[config.mk]
export PLATFORM = sky130hd
export DESIGN_NAME = addr_nu_serial_dmr
export DESIGN_NICKNAME = d
export VERILOG_FILES = /design/src/rtl/addr_nu_serial_dmr.sv
export SDC_FILE = /design/constraint.sdc
export NUM_CORES = 1
export LEC_CHECK = 0
export ABC_CLOCK_PERIOD_IN_PS = 2840
export BUFFER_PORTS_ARGS = -buffer_cell sky130_fd_sc_hd__buf_2
export CORE_MARGIN = 5
export CORE_UTILIZATION = 45
export CTS_CLUSTER_SIZE = 8
export DETAILED_ROUTE_END_ITERATION = 12
export MAX_ROUTING_LAYER = met4
export PLACE_DENSITY = 0.77
export SLEW_MARGIN = 20
export SYNTH_ARGS = -nofsm -noshare
export SYNTH_HDL_FRONTEND = slang
export SYNTH_SLANG_ARGS = --single-unit
[constraint.sdc]
create_clock -name clk -period 2.84 [get_ports clk]
set_input_delay 0.568 -clock clk [delete_from_list [all_inputs] [get_ports clk]]
set_output_delay 0.568 -clock clk [all_outputs]
set_load 0.005 [all_outputs]
[src/rtl/addr_nu_serial_dmr.sv]
// addr_nu_serial_dmr
// Digit-serial unsigned adder with a duplicated (primary/shadow) datapath.
// Each attempt adds the captured operands DIGIT bits per cycle, LSB first,
// in two independent copies. The copies are compared at the end. On a
// disagreement the addition is repeated up to MAX_RETRY times. If no
// attempt agrees, the primary result is delivered with fault set.
//
// Ports
//   clk        clock, rising edge
//   rst        synchronous active-high reset
//   in_valid   operand pair a/b valid
//   in_ready   block can accept operands (idle and not in reset)
//   a, b       WIDTH-bit unsigned operands
//   out_valid  result valid, held until out_ready
//   out_ready  consumer accepts the result
//   sum        WIDTH+1-bit result, carry-out in the MSB
//   fault      primary and shadow disagreed on every attempt
//   retries    number of re-computations used for this result
//   inj_en     fault-injection hook, flips bit 0 of the shadow digit sum in RUN
`timescale 1ns/1ps

module addr_nu_serial_dmr #(
    parameter int WIDTH     = 32'sd4,
    parameter int DIGIT     = 32'sd1,
    parameter int MAX_RETRY = 32'sd2
) (
    input  logic             clk,
    input  logic             rst,
    input  logic             in_valid,
    output logic             in_ready,
    input  logic [WIDTH-1:0] a,
    input  logic [WIDTH-1:0] b,
    output logic             out_valid,
    input  logic             out_ready,
    output logic [WIDTH:0]   sum,
    output logic             fault,
    output logic [2:0]       retries,
    input  logic             inj_en
);

    if ((WIDTH < 32'sd2) || (DIGIT < 32'sd1) || ((WIDTH % DIGIT) != 32'sd0) ||
        (MAX_RETRY < 32'sd0) || (MAX_RETRY > 32'sd7)) begin : g_bad_param
        $error("addr_nu_serial_dmr: illegal WIDTH/DIGIT/MAX_RETRY combination");
    end

    localparam int N  = WIDTH / DIGIT;
    localparam int CW = (N > 32'sd1) ? $clog2(N) : 32'sd1;
    localparam logic [CW-1:0] LAST_CNT = CW'(N - 32'sd1);
    localparam logic [2:0]    MAX_R    = 3'(MAX_RETRY);

    typedef enum logic [1:0] {
        IDLE  = 2'd0,
        RUN   = 2'd1,
        CHECK = 2'd2,
        DONE  = 2'd3
    } state_t;

    // One digit of addition: DIGIT-bit sum plus carry-out in the top bit.
    function automatic logic [DIGIT:0] digit_add(input logic [DIGIT-1:0] x,
                                                 input logic [DIGIT-1:0] y,
                                                 input logic             cin);
        return {1'b0, x} + {1'b0, y} + {{DIGIT{1'b0}}, cin};
    endfunction

    state_t           state_r;
    logic [WIDTH-1:0] a_r;
    logic [WIDTH-1:0] b_r;
    logic [CW-1:0]    cnt_r;
    logic             c_p_r;
    logic             c_s_r;
    logic [WIDTH:0]   ps_p_r;
    logic [WIDTH:0]   ps_s_r;
    logic [WIDTH:0]   sum_r;
    logic             fault_r;
    logic [2:0]       retries_r;
    logic             out_valid_r;

    logic [31:0]      shamt_s;
    logic [DIGIT-1:0] a_dig_s;
    logic [DIGIT-1:0] b_dig_s;
    logic [DIGIT:0]   dsum_p_s;
    logic [DIGIT:0]   dsum_s_s;
    logic             last_s;
    logic [WIDTH:0]   nps_p_s;
    logic [WIDTH:0]   nps_s_s;

    // Digit slice, both copies' digit sums and the next partial sums.
    always_comb begin
        shamt_s  = 32'(cnt_r) * 32'(DIGIT);
        a_dig_s  = DIGIT'(a_r >> shamt_s);
        b_dig_s  = DIGIT'(b_r >> shamt_s);
        dsum_p_s = digit_add(a_dig_s, b_dig_s, c_p_r);
        // The injection flips only the shadow copy's low sum bit, never its carry.
        dsum_s_s = digit_add(a_dig_s, b_dig_s, c_s_r) ^ (DIGIT+1)'(inj_en);
        last_s   = (cnt_r == LAST_CNT);
        // Partial sums are cleared per attempt, so each digit is OR-ed into place.
        nps_p_s  = ps_p_r | ((WIDTH+1)'(dsum_p_s[DIGIT-1:0]) << shamt_s);
        nps_s_s  = ps_s_r | ((WIDTH+1)'(dsum_s_s[DIGIT-1:0]) << shamt_s);
        if (last_s) begin
            nps_p_s[WIDTH] = dsum_p_s[DIGIT];
            nps_s_s[WIDTH] = dsum_s_s[DIGIT];
        end else begin
            nps_p_s[WIDTH] = 1'b0;
            nps_s_s[WIDTH] = 1'b0;
        end
    end

    // Control FSM, both datapath copies and the held result registers.
    always_ff @(posedge clk) begin
        if (rst) begin
            state_r     <= IDLE;
            a_r         <= {WIDTH{1'b0}};
            b_r         <= {WIDTH{1'b0}};
            cnt_r       <= {CW{1'b0}};
            c_p_r       <= 1'b0;
            c_s_r       <= 1'b0;
            ps_p_r      <= {(WIDTH+1){1'b0}};
            ps_s_r      <= {(WIDTH+1){1'b0}};
            sum_r       <= {(WIDTH+1){1'b0}};
            fault_r     <= 1'b0;
            retries_r   <= 3'd0;
            out_valid_r <= 1'b0;
        end else begin
            case (state_r)
                IDLE: begin
                    if (in_valid) begin
                        a_r       <= a;
                        b_r       <= b;
                        cnt_r     <= {CW{1'b0}};
                        c_p_r     <= 1'b0;
                        c_s_r     <= 1'b0;
                        ps_p_r    <= {(WIDTH+1){1'b0}};
                        ps_s_r    <= {(WIDTH+1){1'b0}};
                        retries_r <= 3'd0;
                        fault_r   <= 1'b0;
                        state_r   <= RUN;
                    end else begin
                        state_r   <= IDLE;
                    end
                end
                RUN: begin
                    c_p_r  <= dsum_p_s[DIGIT];
                    c_s_r  <= dsum_s_s[DIGIT];
                    ps_p_r <= nps_p_s;
                    ps_s_r <= nps_s_s;
                    if (last_s) begin
                        state_r <= CHECK;
                    end else begin
                        cnt_r   <= cnt_r + CW'(1);
                    end
                end
                CHECK: begin
                    if (ps_p_r == ps_s_r) begin
                        sum_r       <= ps_p_r;
                        fault_r     <= 1'b0;
                        out_valid_r <= 1'b1;
                        state_r     <= DONE;
                    end else if (retries_r < MAX_R) begin
                        // Recompute from the captured operands, not the live inputs.
                        retries_r <= retries_r + 3'd1;
                        cnt_r     <= {CW{1'b0}};
                        c_p_r     <= 1'b0;
                        c_s_r     <= 1'b0;
                        ps_p_r    <= {(WIDTH+1){1'b0}};
                        ps_s_r    <= {(WIDTH+1){1'b0}};
                        state_r   <= RUN;
                    end else begin
                        sum_r       <= ps_p_r;
                        fault_r     <= 1'b1;
                        out_valid_r <= 1'b1;
                        state_r     <= DONE;
                    end
                end
                DONE: begin
                    if (out_ready) begin
                        out_valid_r <= 1'b0;
                        state_r     <= IDLE;
                    end else begin
                        state_r     <= DONE;
                    end
                end
                default: begin
                    out_valid_r <= 1'b0;
                    state_r     <= IDLE;
                end
            endcase
        end
    end

    // in_ready is gated by rst so it reads low for the whole reset cycle,
    // yet is high straight after the final reset edge.
    assign in_ready  = (state_r == IDLE) && !rst;
    assign out_valid = out_valid_r;
    assign sum       = sum_r;
    assign fault     = fault_r;
    assign retries   = retries_r;

endmodule

==> flow_metrics.tcl, run 1 <==
set metrics [dict create \
    port_buffers 23 \
    timing.slew.headroom_pct 69.6 \
    critPathMaxFanout 10 \
    peakVddDrop_mv 0.318 \
    fp.dieArea_sq_mm 0.00486 \
    cts_tree "done" \
    clockBufferDepth 2 \
    max-cap-violations 0 \
    synthTopCellsByArea "dfxtp_1, nand2_1, a21oi_1" \
    comb_power_share_pct 10.4 \
    synth_edf_count 0 \
    via_per_inst 5.23 \
    crit_buf_inv 0 \
    drt-initial-drc-count 60 \
    drt-total-wl_microns 3060 \
    drive_gt1_share_pct 24.1 \
    power.density_mw_per_mm2 526 \
    yosysWarningCount 0 \
    die_h_microns 69.7 \
    hold_buffers 0 \
    critical-path-max-stage-delay_ps 610 \
    yosysUniqueCellTypes 46 \
    dp_hpwl_microns 2250 \
    finClkSkew_ps 13.6 \
    end_kind "flip-flop" \
    status "finished, final reports clean" \
    ios 24 \
    critPathKind "reg -> reg" \
    synth-seq-cells 34 \
    startpoint_type "flip-flop" \
    rows 21 \
    setup_viol 0 \
    cp_cell_sequence "mux4_2, fa_1, xor2_1, and4b_2, a32o_1" \
    numCtsBuffers 5 \
    h-tree-depth 2 \
    clk_pin_slew_ps 100 \
    hold_viol_final 0 \
    worstPathRequired_ps 3060 \
    drt-wirelength-per-cell_microns 12.9 \
    cp_slowest_cell "mux4_2" \
    nets 207 \
    grt_max_degree 18 \
    synth.most_common_cell "dfxtp_1" \
    gp_congestion 0.732 \
    cts_root_buf "clkbuf_4" \
    first_pass_iters 4 \
    post_cts_buffers 0 \
    coreArea_sq_mm 0.00339 \
    arrival_ps 2670 \
    worstMarginPinSlew_ps 453 \
    num_vias 1240 \
    cts_resized 0 \
    syn_area_sq_mm 0.00160 \
    antenna_found_initial 0 \
    power.share.switching_pct 24.1 \
    max_freq_mhz 408 \
    critPathTopFamily "multiplexers" \
    switchingPower_mw 0.228 \
    rsz0062_at_grt "false" \
    grt_usage_pct 13.8 \
    grt_first_pass_wirelength_microns 5340 \
    leakage_nw 0.716 \
    area_delta_synth_final_pct 12.3 \
    ant_nets 0 \
    whs_ps 454 \
    syn_nets 186 \
    ys_seq_area_share_pct 42.5 \
    die_w_microns 69.7 \
    avgSynthCellArea_sq_um 9.48 \
    grt-ovfl-total 0 \
    p_int_mw 0.719 \
    fin_crit_ps 2450 \
    diodes 0 \
    async_flop_share_pct 0 \
    ys.flop_type "dfxtp_1" \
    tns_ps 0 \
    synthTopCellsByCount "dfxtp_1, nand2_1, a21oi_1" \
    drv_slew 0 \
    power_frac_seq_pct 53.2 \
    finalPower_mw 0.947 \
    drc 0 \
    hold_class "in -> reg" \
    cts_sinks 34 \
    synth.largest_area_cell "dfxtp_1" \
    start_util_pct 47.3 \
    p_clk_share_pct 36.4 \
    grt_pass1_vias 1167 \
    netlist_instances 169 \
    synth_top_cell_area_share_pct 42.5 \
    clk_latency_ps 330 \
    fin_crit_sh_pct 86.2 \
]
## worst min-delay path: stages
cell     delay (ps)
buf_2            90
nand2_1          40
a21oi_1          50
## flip-flops by register name (all words and copies together) (netlist names)
signal	cells
c_p_r	1
fault	1
a_r	4
b_r	4
ps_s_r	5
c_s_r	1
cnt_r	2
state_r	2
ps_p_r	5
retries	3
sum	5
out_valid	1
## layout by cell type (no fill, tap or decap), types with 3 or more instances in the layout
cell	count
a32o_1	3
nor2_1	13
nand4b_1	5
and2_1	3
o21ai_0	7
xnor2_1	5
buf_2	23
a21oi_1	14
nand2b_1	5
a32oi_1	4
nor2b_1	3
a22o_1	3
nand2_1	25
clkbuf_4	5
dfxtp_1	34
## stage by stage
stage                     worst slack, ps  std cells  cell area [sq um]  utilization [%]
after floorplan                       407        169               1600                -
after global placement                447        229               1720             50.9
after detailed placement              421        229               1720             50.9
after CTS                             393        237               1800             53.1
after global routing                  268        237               1800             53.1
final                                 392        237               1800             53.1
## worst paths after layout
path	startpoint	end	slack [ps]	cells past startpoint
max	cnt_r[0]	ps_s_r[1]	390	5
min	b[0]	b_r[0]	450	3
max reg2reg	cnt_r[0]	ps_s_r[1]	390	5
min reg2reg	b_r[2]	b_r[2]	460	2
## kinds of logic (layout without fill, tap and decap cells)
| logic type | Yosys count | after routing | share of synthesized area [%] |
|---|---|---|---|
| adders and majority gates | 4 | 4 | 4.06 |
| and+or+nand+nor | 69 | 69 | 23.8 |
| xor gates and xnor gates | 6 | 6 | 3.28 |
| DFF | 34 | 34 | 42.5 |
| buffers and inverters | 13 | 35 | 4.61 |
| muxes | 3 | 3 | 3.51 |
| AOI/OAI and AO/OA | 40 | 40 | 18.3 |
## power groups by stage
| stage | registers [mW] | logic [mW] | clock network, mW |
|---|---|---|---|
| 5_1_grt | 0.507 | 0.112 | 0.373 |
| 4_1_cts | 0.504 | 0.0994 | 0.351 |
| 3_3_place_gp | 0.515 | 0.0971 | 0 |
| 6_report | 0.504 | 0.0985 | 0.344 |
| 3_5_place_dp | 0.515 | 0.0990 | 0 |
| 2_1_floorplan | 0.506 | 0.0843 | 0 |
## per-layer routing
| layer | GRT usage (%) | up-vias | routed length [microns] |
|---|---|---|---|
| li1 | - | 638 | - |
| met4 | 3.19 | 0 | 10 |
| met1 | 16.5 | 569 | 1380 |
| met2 | 22.1 | 31 | 1480 |
| met3 | 5.22 | 2 | 189 |
| met5 | - | - | 0 |
## area by class of cell
type / instances / area (sq um)
clock buffers: 7 / 45.0
clock inverters: 1 / 30.0
fillers: 323 / 1590
inverters: 2 / 7.51
multi-input cells: 122 / 848
flip-flops and latches: 34 / 681
well taps: 46 / 57.6
repair buffers: 25 / 130
No activity file was read; power rests on OpenSTA's default activity.
==> run 2, diff against run 1 <==
--- a/config.mk
+++ b/config.mk
@@ -5,6 +5,7 @@
 export SDC_FILE = /design/constraint.sdc
 export NUM_CORES = 1
 export LEC_CHECK = 0
+export ABC_AREA = 1
 export ABC_CLOCK_PERIOD_IN_PS = 2840
 export BUFFER_PORTS_ARGS = -buffer_cell sky130_fd_sc_hd__buf_2
 export CORE_MARGIN = 5
==> run 2 against run 1 <==
Clock-buffer cell count is the same. Synthesized area grew 0.31%. Global-route usage grew 0.95 points. Fmax grew 12%. Die area grew 0.27%. Cell count grew 23%. Sequential power grew 13%. Clock power shrank 21%. Power grew 28%. Core utilization grew 0.48 points.
==> flow_metrics.tcl, run 2 <==
set metrics [dict create \
    leakage_nw 0.826 \
    reg2reg_from "cnt_r[0]" \
    arrival_ps 2460 \
    max_freq_mhz 458 \
    grt-ovfl-total 0 \
    drive_gt1_share_pct 18.4 \
    finalNonFillerCells 291 \
    layout_common_cells "nor2_1, nand2_1, dfxtp_1" \
    h-tree-depth 2 \
    drv_slew 0 \
    fin_crit_sh_pct 76.9 \
    setup_viol 0 \
    startpoint_type "flip-flop" \
    async_flop_share_pct 0 \
    synth_top_cell_area_share_pct 42.3 \
    finClkSkew_ps 12.7 \
    power.share.switching_pct 35.5 \
    tns_ps 0 \
    grt_first_pass_wirelength_microns 5690 \
    fp.dieArea_sq_mm 0.00487 \
    ant_nets 0 \
    switchingPower_mw 0.431 \
    numCtsBuffers 5 \
    status "finished, final reports clean" \
    die_w_microns 69.8 \
    r2r_cells 9 \
    p_int_mw 0.783 \
    start_util_pct 47.4 \
    post_cts_buffers 0 \
    diodes 0 \
    fin_crit_ps 2180 \
    hold_viol_final 0 \
    power.density_mw_per_mm2 669 \
    first_pass_iters 4 \
    peakVddDrop_mv 0.344 \
    ios 24 \
    critPathKind "reg -> reg" \
    comb_power_share_pct 30.7 \
    grt_max_degree 20 \
    clk_pin_slew_ps 110 \
    netlist_instances 218 \
    dpl.cell_count 283 \
    cts_tree "done" \
    synthTopCellsByCount "nand2_1, nor2_1, dfxtp_1" \
    grt_pass1_vias 1334 \
    rows 21 \
    avgSynthCellArea_sq_um 7.38 \
    synth_edf_count 0 \
    num_vias 1421 \
    reg2reg_slack_ps 660 \
    critPathMaxFanout 9 \
    port_buffers 23 \
    ys_seq_area_share_pct 42.3 \
    yosysWarningCount 0 \
    worstMarginPinSlew_ps 577 \
    drt-wirelength-per-cell_microns 11.1 \
    drc 0 \
    synth-seq-cells 34 \
    p_clk_share_pct 22.5 \
    area_delta_synth_final_pct 12.9 \
    synth.largest_area_cell "dfxtp_1" \
    synthTopCellsByArea "dfxtp_1, nand2_1, nor2_1" \
    yosysUniqueCellTypes 28 \
    multiInputGateArea_sq_um 816 \
    worstPathRequired_ps 3120 \
    via_per_inst 4.88 \
    antenna_found_initial 0 \
    syn_nets 235 \
    cts_sinks 34 \
    clk_latency_ps 340 \
    rsz0062_at_grt "false" \
    die_h_microns 69.8 \
    hold_buffers 0 \
    power_frac_seq_pct 46.8 \
    dp_hpwl_microns 2460 \
    grt_use_met1_pct 17.7 \
    timing.slew.headroom_pct 61.5 \
    final_core_util_pct 53.6 \
    cts_resized 0 \
    top_usage_layer "met2" \
    ys.flop_type "dfxtp_1" \
    grt_use_met2_pct 23.4 \
    crit_path_start "cnt_r[0]" \
    coreArea_sq_mm 0.00339 \
    syn_area_sq_mm 0.00161 \
    grt_usage_pct 14.7 \
    cts_root_buf "clkbuf_4" \
    seqCellArea_sq_um 681 \
    fillers 330 \
    hold_class "in -> reg" \
    r2r-end "ps_s_r[3]" \
    nets 261 \
    drt-total-wl_microns 3240 \
    use_met3_pct 4.78 \
    end_kind "flip-flop" \
    drt-initial-drc-count 51 \
    gp_congestion 0.852 \
    max-cap-violations 0 \
    endpoint "ps_s_r[3]" \
    clockBufferDepth 2 \
]
-- run 2: worst min-delay path by stage --
stage / start / end / cells past startpoint
2_1_floorplan: ps_s_r[1] / ps_s_r[1] / 2
3_3_place_gp: retries[2] / retries[2] / 2
3_5_place_dp: retries[2] / retries[2] / 2
4_1_cts: b[2] / b_r[2] / 3
5_1_grt: a[0] / a_r[0] / 3
6_report: b[2] / b_r[2] / 3
-- run 2: power groups by stage --
stage	Sequential (mW)	Clock, mW	Combinational (mW)
after detailed placement	0.580	0	0.371
after CTS	0.569	0.283	0.375
final	0.569	0.273	0.373
after global routing	0.577	0.306	0.432
after floorplan	0.575	0	0.290
after global placement	0.579	0	0.363
-- run 2: final cells by class --
cell class                 instances  area share, %
clock buffer                       7           3.03
clock inverter                     1          0.276
inverter                          23           4.76
multi-input combinational        157           44.9
sequential                        34           37.5
tap                               46           3.17
timing repair buffer              23           6.34
-- run 2: through the flow --
stage	instance area, sq um	setup slack, ps	hold slack, ps	power (mW)
floorplan	1610	870	449	0.866
global placement	1760	752	452	0.941
detailed placement	1760	634	456	0.951
CTS	1820	615	442	1.23
global route	1820	345	437	1.31
finish	1820	655	452	1.21
-- run 2: cell families after synthesis --
group / synth area share, %
XOR/XNOR: 1.09
buffers and inverters: 6.93
AO/OA/AOI/OAI: 14.4
adder cells (fa/ha/maj): 4.05
flip-flops: 42.3
AND/OR/NAND/NOR: 31.2
-- run 2: per-layer routing --
metal / wire (microns) / vias to the layer above
li1: - / 764
met1: 1540 / 627
met2: 1510 / 26
met3: 167 / 4
met4: 23 / 0
met5: 0 / -
-- run 2: critical path: stages (launching register included) --
cell and delay [ps]:
dfxtp_1 470, inv_1 160, o21ai_0 180, o22ai_1 140, fa_1 550, xor2_1 200, nand2_1 90, nor2_1 100
nand4_1 110, a21oi_1 140
